===== src/rtl/serial_adder_ctrl_pkg.sv =====
// Shared definitions for the bit-serial add controller: FSM state encoding,
// operand width limits and the counter-width helper.
// No ports; also provides the WIDTH range-check macro used by the top.

`ifndef SERIAL_ADDER_CTRL_PKG_SV
`define SERIAL_ADDER_CTRL_PKG_SV

// Elaboration-time guard: instantiating with an unsupported WIDTH stops the build.
`define SAC_CHECK_WIDTH(w) \
  if (((w) < WIDTH_MIN) || ((w) > WIDTH_MAX)) begin : g_width_check \
    $error("serial_adder_ctrl: WIDTH must be within 1..64"); \
  end

package serial_adder_ctrl_pkg;

  localparam int WIDTH_MIN = 1;
  localparam int WIDTH_MAX = 64;

  typedef enum logic [1:0] {
    ST_IDLE = 2'd0,
    ST_RUN  = 2'd1,
    ST_DONE = 2'd2
  } state_t;

  // Bit-position counter width; a 1-bit operand still needs a 1-bit counter.
  function automatic int cnt_width(input int w);
    return (w < 2) ? 1 : $clog2(w);
  endfunction

endpackage

`endif


===== src/rtl/serial_adder_ctrl_full_adder.sv =====
// Purpose: single-bit full adder shared by the serial add controller.
// Latency: combinational. Backpressure: none.
// Ports: a, b, cin (bit inputs) -> sum (a^b^cin), count (carry out).

module full_adder (
  input  logic a,
  input  logic b,
  input  logic cin,
  output logic sum,
  output logic count
);

  assign sum   = a ^ b ^ cin;
  assign count = (a & b) | (a & cin) | (b & cin);

endmodule


===== src/rtl/serial_adder_ctrl.sv =====
// Purpose: bit-serial adder; one full_adder reused LSB-first, one bit per clock.
// Latency: start accepted at edge t -> done pulses in the cycle after edge t+WIDTH.
// Backpressure: start is sampled only in IDLE/DONE; requests during RUN are dropped.
// Ports: clk, rst (sync, active-high); start/a/b/cin request; busy while running;
//        done one-cycle pulse; sum/cout/overflow registered and held until the next result.

module serial_adder_ctrl
  import serial_adder_ctrl_pkg::*;
#(
  parameter int WIDTH = 8
) (
  input  logic             clk,
  input  logic             rst,
  input  logic             start,
  input  logic [WIDTH-1:0] a,
  input  logic [WIDTH-1:0] b,
  input  logic             cin,
  output logic             busy,
  output logic             done,
  output logic [WIDTH-1:0] sum,
  output logic             cout,
  output logic             overflow
);

  localparam int             CW       = cnt_width(WIDTH);
  localparam logic [CW-1:0]  CNT_LAST = CW'(WIDTH - 1);

  `SAC_CHECK_WIDTH(WIDTH)

  state_t           state;
  logic [WIDTH-1:0] a_sh;
  logic [WIDTH-1:0] b_sh;
  logic [WIDTH-1:0] sum_sh;
  logic [WIDTH-1:0] sum_nx;
  logic             carry;
  logic [CW-1:0]    cnt;
  logic             fa_sum;
  logic             fa_cout;
  logic             msb_cin;

  full_adder u_fa (
    .a     (a_sh[0]),
    .b     (b_sh[0]),
    .cin   (carry),
    .sum   (fa_sum),
    .count (fa_cout)
  );

  // Result bits enter at the MSB and drift down, so after WIDTH steps bit 0
  // holds the LSB. Works unchanged for WIDTH=1 (the shift just empties).
  always_comb begin
    sum_nx            = sum_sh >> 1;
    sum_nx[WIDTH-1]   = fa_sum;
  end

  // On the last step the carry flop holds the carry into the MSB; it is
  // consumed in that same cycle, so no separate storage is needed.
  assign msb_cin = carry;

  always_ff @(posedge clk) begin
    if (rst) begin
      state    <= ST_IDLE;
      busy     <= 1'b0;
      done     <= 1'b0;
      sum      <= '0;
      cout     <= 1'b0;
      overflow <= 1'b0;
      a_sh     <= '0;
      b_sh     <= '0;
      sum_sh   <= '0;
      carry    <= 1'b0;
      cnt      <= '0;
    end else begin
      done <= 1'b0;
      case (state)
        ST_IDLE, ST_DONE: begin
          if (start) begin
            a_sh   <= a;
            b_sh   <= b;
            sum_sh <= '0;
            carry  <= cin;
            cnt    <= '0;
            busy   <= 1'b1;
            state  <= ST_RUN;
          end else begin
            busy   <= 1'b0;
            state  <= ST_IDLE;
          end
        end

        ST_RUN: begin
          a_sh   <= a_sh >> 1;
          b_sh   <= b_sh >> 1;
          sum_sh <= sum_nx;
          carry  <= fa_cout;
          if (cnt == CNT_LAST) begin
            // Counter is left at its final value; it is cleared on the next accept.
            sum      <= sum_nx;
            cout     <= fa_cout;
            overflow <= msb_cin ^ fa_cout;
            done     <= 1'b1;
            busy     <= 1'b0;
            state    <= ST_DONE;
          end else begin
            cnt <= cnt + CW'(1);
          end
        end

        default: begin
          busy  <= 1'b0;
          state <= ST_IDLE;
        end
      endcase
    end
  end

endmodule


===== config.mk =====
export PLATFORM = sky130hd
export DESIGN_NAME = serial_adder_ctrl
export DESIGN_NICKNAME = d
export VERILOG_FILES = /design/src/rtl/serial_adder_ctrl_pkg.sv /design/src/rtl/serial_adder_ctrl_full_adder.sv /design/src/rtl/serial_adder_ctrl.sv
export SDC_FILE = /design/constraint.sdc
export NUM_CORES = 1
export LEC_CHECK = 0
export CAP_MARGIN = 5
export CORE_MARGIN = 10
export CORE_UTILIZATION = 47
export DETAILED_ROUTE_END_ITERATION = 6
export PLACE_DENSITY_LB_ADDON = 0.1
export SKIP_CTS_REPAIR_TIMING = 1
export SLEW_MARGIN = 25
export SYNTH_ARGS = -nofsm -noshare
export SYNTH_HDL_FRONTEND = slang
export SYNTH_SLANG_ARGS = --single-unit

===== constraint.sdc =====
create_clock -name clk -period 2.5 [get_ports clk]
set_input_delay 0.25 -clock clk [delete_from_list [all_inputs] [get_ports clk]]
set_output_delay 0.25 -clock clk [all_outputs]
set_load 0.1 [all_outputs]

* Word level (Yosys, flattened, before mapping)
Cells that the tools add are included.
** Operators by class
- Bitwise operators :: 9
- Equality and inequality tests :: 6
- Reductions and logical operators :: 7
- Multiplexer cells :: 18
- Add/subtract/negate cells :: 1
** Operators with widths (count)
- one-hot mux 8 bit (2 select lines) :: 3
- two-way mux 8 bit :: 3
- two-way mux 3 bit :: 2
- inequality test 2 bit, second input constant :: 3
- one-hot mux 3 bit (2 select lines) :: 1
- two-way mux 1 bit :: 5
- one-hot mux 1 bit (2 select lines) :: 2
- one-hot mux 2 bit (2 select lines) :: 1
- AND reduction 2 bit :: 2
- OR reduction 2 bit :: 2
- adder 3 x 1 -> 3 bit, second input constant :: 1
- AND 1 bit :: 3
- equality test 3 bit, second input constant :: 1
- AND reduction 3 bit :: 1
- bitwise XOR 1 bit :: 3
- equality test 2 x 1 -> 1 bit, second input constant :: 1
- equality test 2 bit, second input constant :: 1
- zero test 2 bit :: 1
- two-way mux 2 bit :: 1
- OR 1 bit :: 2
- nonzero test 2 bit :: 1
- inverter 1 bit :: 1
** Word-level totals
- Register bits :: 42
- Input bits :: 20
- Word-level logic and storage cells :: 52
- Output and inout bits :: 12

* Logic depth before layout (Yosys ltp)
Gate-level depths: netlist of the first run.
- Depth after elaboration :: 4
- Gate-level depth with buffers :: 6
- Gate-level depth less buffers :: 5

* By module
From an unflattened synthesis of the first run, not the netlist that was laid out.
** Unflattened totals
- Cells, all modules :: 195
- Area, all modules :: 1646.6 µm²
** By module, submodules not included
- serial_adder_ctrl :: area each 1626.6 µm², sequential area each 800.8 µm², cells each 194, instances 1
- full_adder :: area each 20.0 µm², sequential area each 0.0 µm², cells each 1, instances 1

* Worst setup path before layout of the first run
No wires, ideal clock.
- Path kind :: register to register
- From :: register, netlist name busy
- To :: register carry
- Slack :: 0.665 ns
- Buffers on the path :: 2
- Period minus slack after synthesis :: 1.835 ns
- Library setup time :: 0.088 ns
- Arrival :: 1.747 ns
- Stages on the path, launching flop included :: 6
- Data required time :: 2.412 ns
- Cells stage by stage :: dfxtp_1 > nand2b_1 > buf_4 > buf_6 > nand2_1 > a311oi_2
** RTL lines
- end signal: assignment :: line serial_adder_ctrl.sv:81 : carry <= cin;
- end signal: assignment :: line serial_adder_ctrl.sv:95 : carry <= fa_cout;
- end: declaration :: line serial_adder_ctrl.sv:35 : logic carry;

==> summary.md, run 1 <==
| Metric | Value |
|---|---|
| Slew Limit Headroom | 56.90% |
| Top FF cell, synth | dfxtp_1 |
| Root Buffer | clkbuf_4 |
| Vias per cell | 5.138 |
| WHS | 451.5 ps |
| I/O Pins | 32 |
| Die area | 6264 µm² |
| First-pass GRT wire length | 5858 µm |
| TritonRoute pass-1 iters | 4 |
| R2r setup slk | 840 ps |
| CP cell instances | nand2b_1 -> buf_4 -> nand3_1 -> a21oi_1 |
| ANT nets after route | 0 |
| Crit path depth | 4 |
| Routed len/inst | 12.26 µm |
| Peak Freq | 600.7 MHz |
| Initial Utilization | 48.88% |
| Final core area utilization | 59.08% |
| IO Port Bufs | 31 |
| Layout area overhead | 20.85% |
| Terminus of the critical flop-to-flop path | sum_sh[5] |
| Die H | 79.15 µm |
| Mux cell area share after synthesis | 0% |
| CP max FO | 18 |
| Filler Cells Inserted | 338 |
| Fin cells | 269 |
| Syn avg cell area | 8.431 µm² |
| EDFF count, synth | 0 |
| Power per cell area | 598.3 nW/µm² |
| Period utilisation layout | 66.59% |
| Comb power frac | 14.1% |
| Clock transition at path regs | 110 ps |
| Worst Path Buf+Inv | 1 |
| P_int | 0.8806 mW |
| Sw Share | 25.93% |
| Max-Cap Viols | 0 |
| Status | finished, final reports clean |
| VDD IR max | 0.0002938 V |
| Critical path endpoint category | flip-flop |
| Insertion delay to the later sink of the worst-skew pair | 340 ps |
| CTS Buffer Depth | 2 |
| Num CTS Buffers | 5 |
| GP Congestion | 0.7173 |
| Antenna Cells | 0 |
| Fraction of registers with async set/reset | 0% |
| Yosys Warn Count | 0 |
| Initial drt markers | 114 |
| Slew at the pin closest to its max-slew limit | 646.5 ps |
| Post-Synth XOR/XNOR Area | 0.5327% |
| R2r worst-path depth | 4 |
| Critical Path End | sum_sh[5] |
| Worst clock skew | 3.540 ps |
| Post-Route WL | 3299 µm |
| Clock group share of total power | 28.1% |
| Main combinational cell family by area after synthesis | simple AND/OR/NAND/NOR gates |
| Leakage | 0.7359 nW |
| Mapped Nets | 218 |
| Chip width | 79.15 µm |
| Post-synthesis adder-cell area fraction | 2.740% |
| WP data arrival | 1930 ps |
| Slew Limit Fails | 0 |
| Worst stage delay on the critical path | 570 ps |
| WP data required | 2770 ps |
| Crit path from | busy |
| CTS tree | yes |
| RR Startpoint | busy |
| Crit path kind | flip-flop to flip-flop |
| CTS Sinks | 40 |
| Layout net count | 245 |
| Grt total ovfl | 0 |
| Pin count of the biggest net entering global routing | 41 |
| Flop pwr share | 57.8% |
| Placed instance count | 261 |
| CP max stage cell | nand2b_1 |
| Simple-gate share of the synthesized area | 25.11% |
| Number of global-route vias before repair | 1,389 |
| Largest cells by area after synthesis | dfxtp_1, nand2_1, a21oi_1 |
| Area share of the largest cell type after synthesis | 48.71% |
| RSZ-0062 raised after global routing | no |
| Gr usage total | 11.25% |
| Mapped Area | 1644 µm² |
| Switching power | 0.3083 mW |
| Core area | 3363 µm² |
| Largest delay share family, worst path | simple AND/OR/NAND/NOR gates |
| Syn Inst Count | 195 |
| Num rows | 21 |
| Startpoint Class | flip-flop |
| Post-synth top area cell | dfxtp_1 |
| Cell variety after synth | 21 |
| Sequential share of the synthesized area | 48.71% |
| Initial antenna violation count | 0 |
| Worst Hold Path Cells | 3 |
| Final worst slack | 835.2 ps |
| Period minus WS final | 1665 ps |
| Synth top cells by count | nand2_1, dfxtp_1, a21oi_1 |
| Post-synthesis compound-gate area fraction | 17.81% |
| HP Class | primary input to flip-flop |
| # DRC | 0 |
| # H-tree levels | 2 |
| DP HPWL | 2402 µm |
| Final setup violating endpoints | 0 |
| Cell with the most instances after synthesis | nand2_1 |
| Register bit total from synthesis | 40 |
| Layout cells sized above 1 | 13.00% |
| Pre-CTS setup slack | 715.1 ps |
| Via count | 1,382 |
| Hold Fails Final Rpt | 0 |
| Final setup TNS | 0 ps |
worst register-to-register path, cell delays in order (launching register included):
cell and delay, ps:
dfxtp_1 480, nand2b_1 570, buf_4 300, nand3_1 90, a21oi_1 170
state kept, by name, indices dropped and copies added (netlist names):
register,count
sum_sh,7
a_sh,8
b_sh,8
busy,1
cnt,3
overflow,1
sum,8
state,1
cout,1
done,1
carry,1
placed cells by master, fill, tap and decap left out:
cell type | synthesis | routed
xnor2_1 | 1 | 1
nor2b_1 | 2 | 2
clkdlybuf4s50_1 | 0 | 19
a311oi_1 | 8 | 8
fa_1 | 1 | 1
buf_4 | 4 | 16
a311oi_2 | 7 | 7
clkbuf_4 | 0 | 5
a211oi_1 | 1 | 1
clkbuf_1 | 6 | 2
nand2_1 | 59 | 59
nand2b_1 | 3 | 3
and3b_1 | 1 | 1
ha_1 | 2 | 2
a21oi_1 | 22 | 22
nand3_1 | 12 | 12
or3b_1 | 1 | 1
clkbuf_8 | 0 | 1
nor3b_1 | 1 | 1
nor2_1 | 18 | 18
nand3b_1 | 1 | 1
dfxtp_1 | 40 | 40
cell families after synthesis:
family / after synthesis
AO/OA/AOI/OAI: 38
adder cells (fa/ha/maj): 3
flip-flops: 40
AND/OR/NAND/NOR: 98
XOR/XNOR: 1
buffers and inverters: 15
power by group through the flow:
stage                     logic, mW  registers, mW  clock network [mW]
after floorplan               0.113          0.707                   0
after global placement        0.163          0.702                   0
after detailed placement      0.169          0.702                   0
after CTS                     0.169          0.688               0.348
after global routing          0.187          0.692               0.379
final                         0.167          0.687               0.334
per-stage QoR:
stage                     area (µm²)  power [mW]
after detailed placement        1928      0.8715
after global routing            1987       1.258
after CTS                       1987       1.205
final                           1987       1.189
after floorplan                 1644      0.8197
after global placement          1928      0.8649
how the worst min path moves through the flow:
stage          startpoint       to  slack, ps
2_1_floorplan        a[7]  a_sh[7]        390
3_3_place_gp       sum[6]   sum[6]        440
3_5_place_dp       sum[6]   sum[6]        450
4_1_cts              a[7]  a_sh[7]        440
5_1_grt              b[7]  b_sh[7]        450
6_report             a[7]  a_sh[7]        450
area by class of cell:
class | count | area [µm²] | share of cell area, %
timing repair buffer | 35 | 310.3 | 15.62
clock buffer | 8 | 58.81 | 2.960
multi-input combinational | 140 | 759.5 | 38.22
tap | 46 | 57.56 | 2.897
sequential | 40 | 800.8 | 40.30
per-layer routing:
layer  vias to the layer above  part of all wire, %  global-route usage [%]  wire [µm]
met5                         -                    0                       0          0
met4                         0                  1.5                   3.763         49
met3                         5                  5.9                   5.068        194
met2                        25                   48                   19.41       1569
met1                       640                   45                   11.92       1485
li1                        712                    -                       -          -
(Power assumes the default switching activity.)
==> inputs of run 2 (changes only) <==
- CORE_UTILIZATION: 47 -> 45
- clock period: 2.5 -> 1.35 ns (I/O delays scaled with it)
==> run 2 against run 1 <==
Effect of this change:
- the run now ends with setup timing left
- highest routed layer unchanged
- wire length up 11%
- clock skew up 2.7 ps
- hold slack worse by 62 ps
- combinational power up 110%
- die area up 3.3%
- non-clock buffer count up 3
==> summary.md, run 2 (synthesis gave the netlist of run 1 again) <==
| Metric | Value |
|---|---|
| Status | finished, violations left (was finished, final reports clean) |
| Violations in the final reports | setup timing |
| Routed len/inst | 13.44 µm (was 12.26 µm) |
| CTS Sinks | 40 (unchanged) |
| Layout cells sized above 1 | 21.24% (was 13.00%) |
| Worst stage delay on the critical path | 430 ps (was 570 ps) |
| Insertion delay to the later sink of the worst-skew pair | 290 ps (was 340 ps) |
| Die H | 80.45 µm (was 79.15 µm) |
| Power per cell area | 1059 nW/µm² (was 598.3 nW/µm²) |
| DP HPWL | 2547 µm (was 2402 µm) |
| Gr usage total | 11.74% (was 11.25%) |
| WP data arrival | 1540 ps (was 1930 ps) |
| Commonest non-fill, non-tap cell in the layout | nand2_1 (unchanged) |
| Root Buffer | clkbuf_8 (was clkbuf_4) |
| Final setup TNS | -6.934 ps (was 0 ps) |
| # H-tree levels | 2 (unchanged) |
| Post-Route WL | 3657 µm (was 3299 µm) |
| Core area | 3442 µm² (was 3363 µm²) |
| DRT met1 WL | 1629 µm (was 1485 µm) |
| Die area | 6471 µm² (was 6264 µm²) |
| Clock transition at path regs | 80 ps (was 110 ps) |
| WP data required | 1530 ps (was 2770 ps) |
| CTS tree | yes (unchanged) |
| Grt total ovfl | 0 (unchanged) |
| IO Port Bufs | 31 (unchanged) |
| Chip width | 80.45 µm (was 79.15 µm) |
| DR WL met2 | 1808 µm (was 1569 µm) |
| VDD IR max | 0.0007280 V (was 0.0002938 V) |
| Leakage | 0.8237 nW (was 0.7359 nW) |
| Period utilisation layout | 100.5% (was 66.59%) |
| CTS Buffer Depth | 2 (unchanged) |
| Slew Limit Headroom | 70.11% (was 56.90%) |
| Startpoint Class | flip-flop (unchanged) |
| Initial drt markers | 97 (was 114) |
| Most frequent cells in the layout | nand2_1, dfxtp_1, a21oi_1, clkdlybuf4s50_1, nor2_1 (unchanged) |
| # DRC | 0 (unchanged) |
| Worst Hold Path Cells | 3 (unchanged) |
| Vias per cell | 5.217 (was 5.138) |
| Initial antenna violation count | 0 (unchanged) |
| GP Congestion | 0.7497 (was 0.7173) |
| Period minus WS final | 1357 ps (was 1665 ps) |
| Num rows | 21 (unchanged) |
| Pre-CTS setup slack | -82.77 ps (was 715.1 ps) |
| Routed wl met3 | 175 µm (was 194 µm) |
| Layout net count | 248 (was 245) |
| R2r worst-path depth | 5 (was 4) |
| First-pass GRT wire length | 6189 µm (was 5858 µm) |
| Max-Cap Viols | 0 (unchanged) |
| Uppermost layer routed | met4 (unchanged) |
| ANT nets after route | 0 (unchanged) |
| RSZ-0062 raised after global routing | yes (was no) |
| Crit path kind | flip-flop to flip-flop (unchanged) |
| CP max stage cell | or3b_4 (was nand2b_1) |
| Number of global-route vias before repair | 1,468 (was 1,389) |
| Antenna Cells | 0 (unchanged) |
| Worst clock skew | 6.234 ps (was 3.540 ps) |
| TritonRoute pass-1 iters | 4 (unchanged) |
| Peak Freq | 737.0 MHz (was 600.7 MHz) |
| CP cell instances | ha_4 -> ha_4 -> or3b_4 -> nand3_2 -> a21oi_2 (was nand2b_1 -> buf_4 -> nand3_1 -> a21oi_1) |
| Final Cell Area | 2306 µm² (was 1987 µm²) |
| Top cell by count, worst path | ha_4 |
| Placed Area | 2157 µm² (was 1928 µm²) |
| Tot Pwr | 2.443 mW (was 1.189 mW) |
| Final setup violating endpoints | 1 (was 0) |
| Via count | 1,419 (was 1,382) |
| Pin count of the biggest net entering global routing | 41 (unchanged) |
| Hold Fails Final Rpt | 0 (unchanged) |
| Layout area overhead | 40.26% (was 20.85%) |
| Final worst slack | -6.934 ps (was 835.2 ps) |
| HP Class | primary input to flip-flop (unchanged) |
| Slew at the pin closest to its max-slew limit | 447.4 ps (was 646.5 ps) |
| Num CTS Buffers | 5 (unchanged) |
| I/O Pins | 32 (unchanged) |
| CP max FO | 4 (was 18) |
| Slew Limit Fails | 0 (unchanged) |
| Initial Utilization | 47.76% (was 48.88%) |
| Critical path endpoint category | flip-flop (unchanged) |
| Biggest regs | a_sh (8), b_sh (8), sum (8) (unchanged) |
[run 2: changes by cell type in the layout (fill, tap and decap cells not counted), sizes merged]
cell    change
buf         +3
clkbuf      -2
clkinv      +2
[run 2: final cells by class]
cell class / instances / area, µm²
repair buffers: 38 / 533.0
well taps: 46 / 57.56
clock inverters: 2 / 10.01
flip-flops and latches: 40 / 808.3
clock buffers: 6 / 82.58
fillers: 292 / 1136
multi-input cells: 140 / 814.5
[run 2: stage by stage]
step	util, %	hold WS, ps	instances
after floorplan	-	271.0	195
after global placement	62.67	445.1	264
after detailed placement	62.67	463.6	264
after CTS	65.36	386.4	272
after global routing	66.99	400.3	272
final	66.99	389.2	272
[run 2: metal layers]
layer / up-vias / global-route usage, %
met5: - / 0
met4: 0 / 7.042
met3: 5 / 3.452
met2: 31 / 20.62
met1: 664 / 11.98
li1: 719 / -
[run 2: path summary, 6_finish.rpt]
kind / endpoint / from / slack [ps]
worst max register to register: cnt[1] / cnt[1] / -7
worst min register to register: sum[1] / sum_sh[2] / 480
worst max-delay path: cnt[1] / cnt[1] / -7
worst min-delay path: a_sh[7] / a[7] / 390
[run 2: critical path, delay by kind of cell, from the launching register on]
family	cells	cell delay, ps
and+or+nand+nor	2	520
AOI/OAI and AO/OA	1	60
adders and majority gates	2	320
DFF	1	350
[run 2: power by group]
group	total [mW]	switching, mW	internal, mW
Sequential	1.28	0.0416	1.24
Combinational	0.356	0.184	0.171
Clock	0.808	0.401	0.407
Total	2.44	0.626	1.82
